==> config.mk <==
export PLATFORM = sky130hd
export DESIGN_NAME = dmem_arbiter
export DESIGN_NICKNAME = d
export VERILOG_FILES = /design/src/rtl/dmem_arbiter.sv
export SDC_FILE = /design/constraint.sdc
export NUM_CORES = 1
export LEC_CHECK = 0
export ABC_AREA = 1
export CELL_PAD_IN_SITES_DETAIL_PLACEMENT = 0
export CELL_PAD_IN_SITES_GLOBAL_PLACEMENT = 1
export CORE_MARGIN = 5
export CORE_UTILIZATION = 19
export CTS_BUF_LIST = sky130_fd_sc_hd__clkbuf_8
export DETAILED_ROUTE_END_ITERATION = 16
export HOLD_SLACK_MARGIN = 0.06
export PLACE_DENSITY = 0.79
export SYNTH_ARGS = -nofsm -noshare
export SYNTH_HDL_FRONTEND = slang
export SYNTH_SLANG_ARGS = --single-unit
==> constraint.sdc <==
create_clock -name clk -period 1.6 [get_ports clk]
set_input_delay 0.16 -clock clk [delete_from_list [all_inputs] [get_ports clk]]
set_output_delay 0.16 -clock clk [all_outputs]
set_load 0.02 [all_outputs]
==> src/rtl/dmem_arbiter.sv <==
// Shares the single-port dmem between the core data port (0) and the loader/debug
// port (1): round-robin grants, bounded locked bursts, registered read return.
module dmem_arbiter #(
    parameter int unsigned MAX_LOCK = 4
) (
    input  logic        clk,
    input  logic        reset,
    input  logic        req0,
    input  logic        req1,
    input  logic        lock0,
    input  logic        lock1,
    input  logic        we0,
    input  logic        we1,
    input  logic [31:0] adr0,
    input  logic [31:0] adr1,
    input  logic [31:0] wd0,
    input  logic [31:0] wd1,
    output logic        gnt0,
    output logic        gnt1,
    output logic        rvalid0,
    output logic        rvalid1,
    output logic [31:0] rd0,
    output logic [31:0] rd1,
    output logic        MemWrite,
    output logic [31:0] DataAdr,
    output logic [31:0] WriteData,
    input  logic [31:0] ReadData
);
    localparam int unsigned   CW       = $clog2(MAX_LOCK + 1);
    localparam logic [CW-1:0] LOCK_MAX = CW'(MAX_LOCK);

    typedef enum logic [1:0] {IDLE, OWN0, OWN1} owner_t;

    owner_t        owner, owner_nxt;
    logic          last, last_nxt;
    logic [CW-1:0] lock_cnt, lock_cnt_nxt;
    logic          both;
    logic          keep;

    always_ff @(posedge clk) begin
        if (reset) begin
            owner    <= IDLE;
            last     <= 1'b1;
            lock_cnt <= '0;
        end else begin
            owner    <= owner_nxt;
            last     <= last_nxt;
            lock_cnt <= lock_cnt_nxt;
        end
    end

    always_comb begin
        both      = req0 & req1;
        keep      = 1'b0;
        owner_nxt = IDLE;
        if (both) begin
            case (owner)
                OWN0:    keep = lock0 && (lock_cnt < LOCK_MAX);
                OWN1:    keep = lock1 && (lock_cnt < LOCK_MAX);
                default: keep = 1'b0;
            endcase
            // Without a valid lock the grant goes to whoever did not own last.
            if (keep) owner_nxt = owner;
            else      owner_nxt = last ? OWN0 : OWN1;
        end else if (req0) begin
            owner_nxt = OWN0;
        end else if (req1) begin
            owner_nxt = OWN1;
        end

        last_nxt = last;
        if (owner_nxt == OWN0) last_nxt = 1'b0;
        if (owner_nxt == OWN1) last_nxt = 1'b1;

        lock_cnt_nxt = '0;
        if (owner_nxt != IDLE && owner_nxt == owner) begin
            if (both && lock_cnt != LOCK_MAX) lock_cnt_nxt = lock_cnt + CW'(1);
            else                              lock_cnt_nxt = lock_cnt;
        end
    end

    always_comb begin
        gnt0      = (owner == OWN0);
        gnt1      = (owner == OWN1);
        MemWrite  = 1'b0;
        DataAdr   = '0;
        WriteData = '0;
        case (owner)
            OWN0: begin
                MemWrite  = we0 & ~reset;
                DataAdr   = adr0;
                WriteData = wd0;
            end
            OWN1: begin
                MemWrite  = we1 & ~reset;
                DataAdr   = adr1;
                WriteData = wd1;
            end
            default: ;
        endcase
    end

    always_ff @(posedge clk) begin
        if (reset) begin
            rvalid0 <= 1'b0;
            rvalid1 <= 1'b0;
            rd0     <= '0;
            rd1     <= '0;
        end else begin
            rvalid0 <= (owner == OWN0) && !we0;
            rvalid1 <= (owner == OWN1) && !we1;
            if ((owner == OWN0) && !we0) rd0 <= ReadData;
            if ((owner == OWN1) && !we1) rd1 <= ReadData;
        end
    end
endmodule

==> flow_summary_export.csv <==
group,metric,value,unit
critical_path,r2r-start,"owner[1]$_SDFF_PP0_",
synthesis,synth_most_common_cell,"nand2_1",
clock_network,clkLatencyLatePin,0.35,ns
outcome,violations,"setup timing",
critical_path,crit_fanout,8,
layout,layout-drive-gt1-share,31.1,%
critical_path,worstPathRequired,1.44,ns
floorplanning,io_pins,301,
global_route,grt_antenna_before_repair,1,
global_route,overflow,0,
synthesis,yosys_warnings,0,
critical_path,crit_path_top_delay_cell,"dfxtp_4",
synthesis,syn_nets,738,
job,cap_violations,0,
critical_path,cpPeakStageDelay,0.38,ns
min_path,hp-class,"in -> reg",
route,viasPerCell,4.42,
route,dr.pass1.iters,4,
synthesis,synth.distinct_cells,25,
synthesis,syn-cell-area,3620,sq um
timing,slew_viol_final,0,
layout,fin_util,46.8,%
critical_path,crit_type,"reg -> out",
route,drc,0,
timing,slew_headroom,73.2,%
timing,fin_skew,0.00812,ns
route,drt_iter0_drc,132,
critical_path,critPathLaunchType,"flop",
timing,worst_hold_slack,0.416,ns
clock_network,cts_root_buffer,"clkbuf_8",
synthesis,synth.area.top_cells,"dfxtp_1 40%, nand2_1 15%, nor2_1 14%",
critical_path,cp_cell_sequence,"buf_4 > ha_4 > buf_12 > buf_8 > nand2_2 > a21oi_4 > buf_12",
synthesis,synth_seq_area_share,39.8,%
global_route,grt_pass1_vias,5011,
floorplanning,die-width,148,um
clock_network,cts_sinks,72,
power,vdd.ir_drop.worst,0.481,mV
critical_path,endpoint_kind,"output port",
place,dp_slack,-0.320,ns
synthesis,synth_top_flop_cell,"dfxtp_1",
synthesis,yosysTopAreaCell,"dfxtp_1",
synthesis,synth_common_cells,"141 x nand2_1, 134 x nor2_1, 72 x dfxtp_1",
power,power,5.48,mW
clock_network,htreeDepth,3,
timing,period_needed,1.92,ns
timing,fmax,521,MHz
critical_path,crit_start,"owner[1]$_SDFF_PP0_",
timing,finalCritPeriodShare,120,%
timing,hold_viol,0,
critical_path,cp.arrival,1.76,ns
min_path,hold_start,"ReadData[2]",
layout,nets,1087,
synthesis,ys_ff_latch,72,
synthesis,synth_top_area_share,39.8,%
floorplanning,die_h,148,um
timing,rsz0062_at_grt,"yes",
floorplanning,core,18700,sq um
global_route,grt_pass1_wl,29100,um
floorplanning,initial_core_util,19.3,%
route,routed_wl,20700,um
timing,tightest_slew,0.401,ns
clock_network,cts_buffers,9,
clock_network,clock_path_buffers,2,
timing,fin_ws,-0.320,ns
place,routabilityCongestion,0.832,
layout,area_growth,142,%
clock_network,clkTransAtPathRegs,0.08,ns
synthesis,synthArstFlopShare,0,%
layout,nFillCells,1851,
global_route,grt_use_total,17.2,%
place,dpl_cell_area,7520,sq um
route,vias,5096,
critical_path,cpMostUsedCell,"buf_12",
route,ant_nets,0,
place,numPortBuffers,300,
clock_network,cts_tree,"built",
route,wl_per_cell,18.0,um
synthesis,syn_inst,565,
place,hpwl,15000,um
power,p_per_area,626,nW/um^2
synthesis,avgSynthCellArea,6.40,sq um
power,p_leak,3.31,nW
outcome,status,"complete, but fails checks",
global_route,grt_max_degree,39,
layout,finalInstanceArea,8760,sq um
floorplanning,std_cell_rows,50,
synthesis,synth_edf_count,0,
floorplanning,die_area,21900,sq um
timing,finalSetupViolations,72,
[report_power, final]
group / switching (mW) / internal, mW / total [mW]
sequential: 0.0438 / 1.88 / 1.92
clock: 0.671 / 0.786 / 1.46
combinational: 0.954 / 1.15 / 2.11
total: 1.67 / 3.81 / 5.48
[final cells by class]
type	count	area (sq um)	area share (%)
antenna	1	2.50	0.0286
sequential	72	1450	16.5
timing repair buffer	378	4180	47.8
inverter	20	77.6	0.886
tap	234	293	3.34
multi-input combinational	433	2560	29.3
clock buffer	11	151	1.73
clock inverter	3	42.5	0.486
[cells by family after synthesis]
family / Yosys count / synth area share, %
mux: 1 / 0.311
simple gates: 296 / 33.1
fa+ha+maj: 5 / 1.73
xor+xnor: 2 / 0.484
flops: 72 / 39.8
buf+inv: 60 / 6.61
compound gates: 129 / 18.0
[final timing paths]
kind                         endpoint  slack (ns)  cells past startpoint
max                      WriteData[2]       -0.32                      7
min               rd1[2]$_SDFFE_PP0P_        0.42                      3
max reg2reg  lock_cnt[0]$_SDFFE_PP0P_       -0.30                     13
min reg2reg       rd0[9]$_SDFFE_PP0P_        0.48                      2
[flip-flops by register name (all words and copies together), names as in the netlist]
name      cells
last          1
rvalid0       1
lock_cnt      3
rd1          32
owner         2
rvalid1       1
rd0          32
[worst max-delay path: cells and delay by family, from the launching register on]
family,cells,cell delay (ns)
buffers and inverters,4,0.53
flip-flops,1,0.38
adder cells (fa/ha/maj),1,0.24
AO/OA/AOI/OAI,1,0.20
AND/OR/NAND/NOR,1,0.06
[timing repair]
action | 4_1_cts | 5_1_grt
resized for setup | 320 | 134
endpoints found under the setup margin | 105 | 91
gates cloned | 5 | 5
buffers inserted | 15 | 18
hold buffers | 0 | 0
pin swaps | 11 | 31
[layout by cell type, fill, tap and decap left out, drive strengths merged, types with 5 or more instances in the layout]
master	netlist	final
buf	17	141
nor2	136	136
dfxtp	72	72
clkdlybuf4s50	0	233
a21oi	64	64
clkbuf	23	15
inv	20	20
nand3	12	12
o21ai	64	64
nand2	145	145
ha	5	5
[per-stage QoR]
step	instances	setup TNS [ns]
after floorplan	565	-0.215
after global placement	1097	-17.24
final	1152	-17.70
after CTS	1131	-19.42
after global routing	1152	-24.06
after detailed placement	1097	-18.47
[routing by layer]
| metal | track usage [%] | vias to the layer above | wire [um] |
|---|---|---|---|
| li1 | - | 2503 | - |
| met1 | 17.9 | 2369 | 7600 |
| met2 | 31.7 | 199 | 10700 |
| met3 | 6.04 | 25 | 1890 |
| met4 | 6.14 | 0 | 531 |
| met5 | 0 | - | 0 |
No activity file was read; power rests on OpenSTA's default activity.
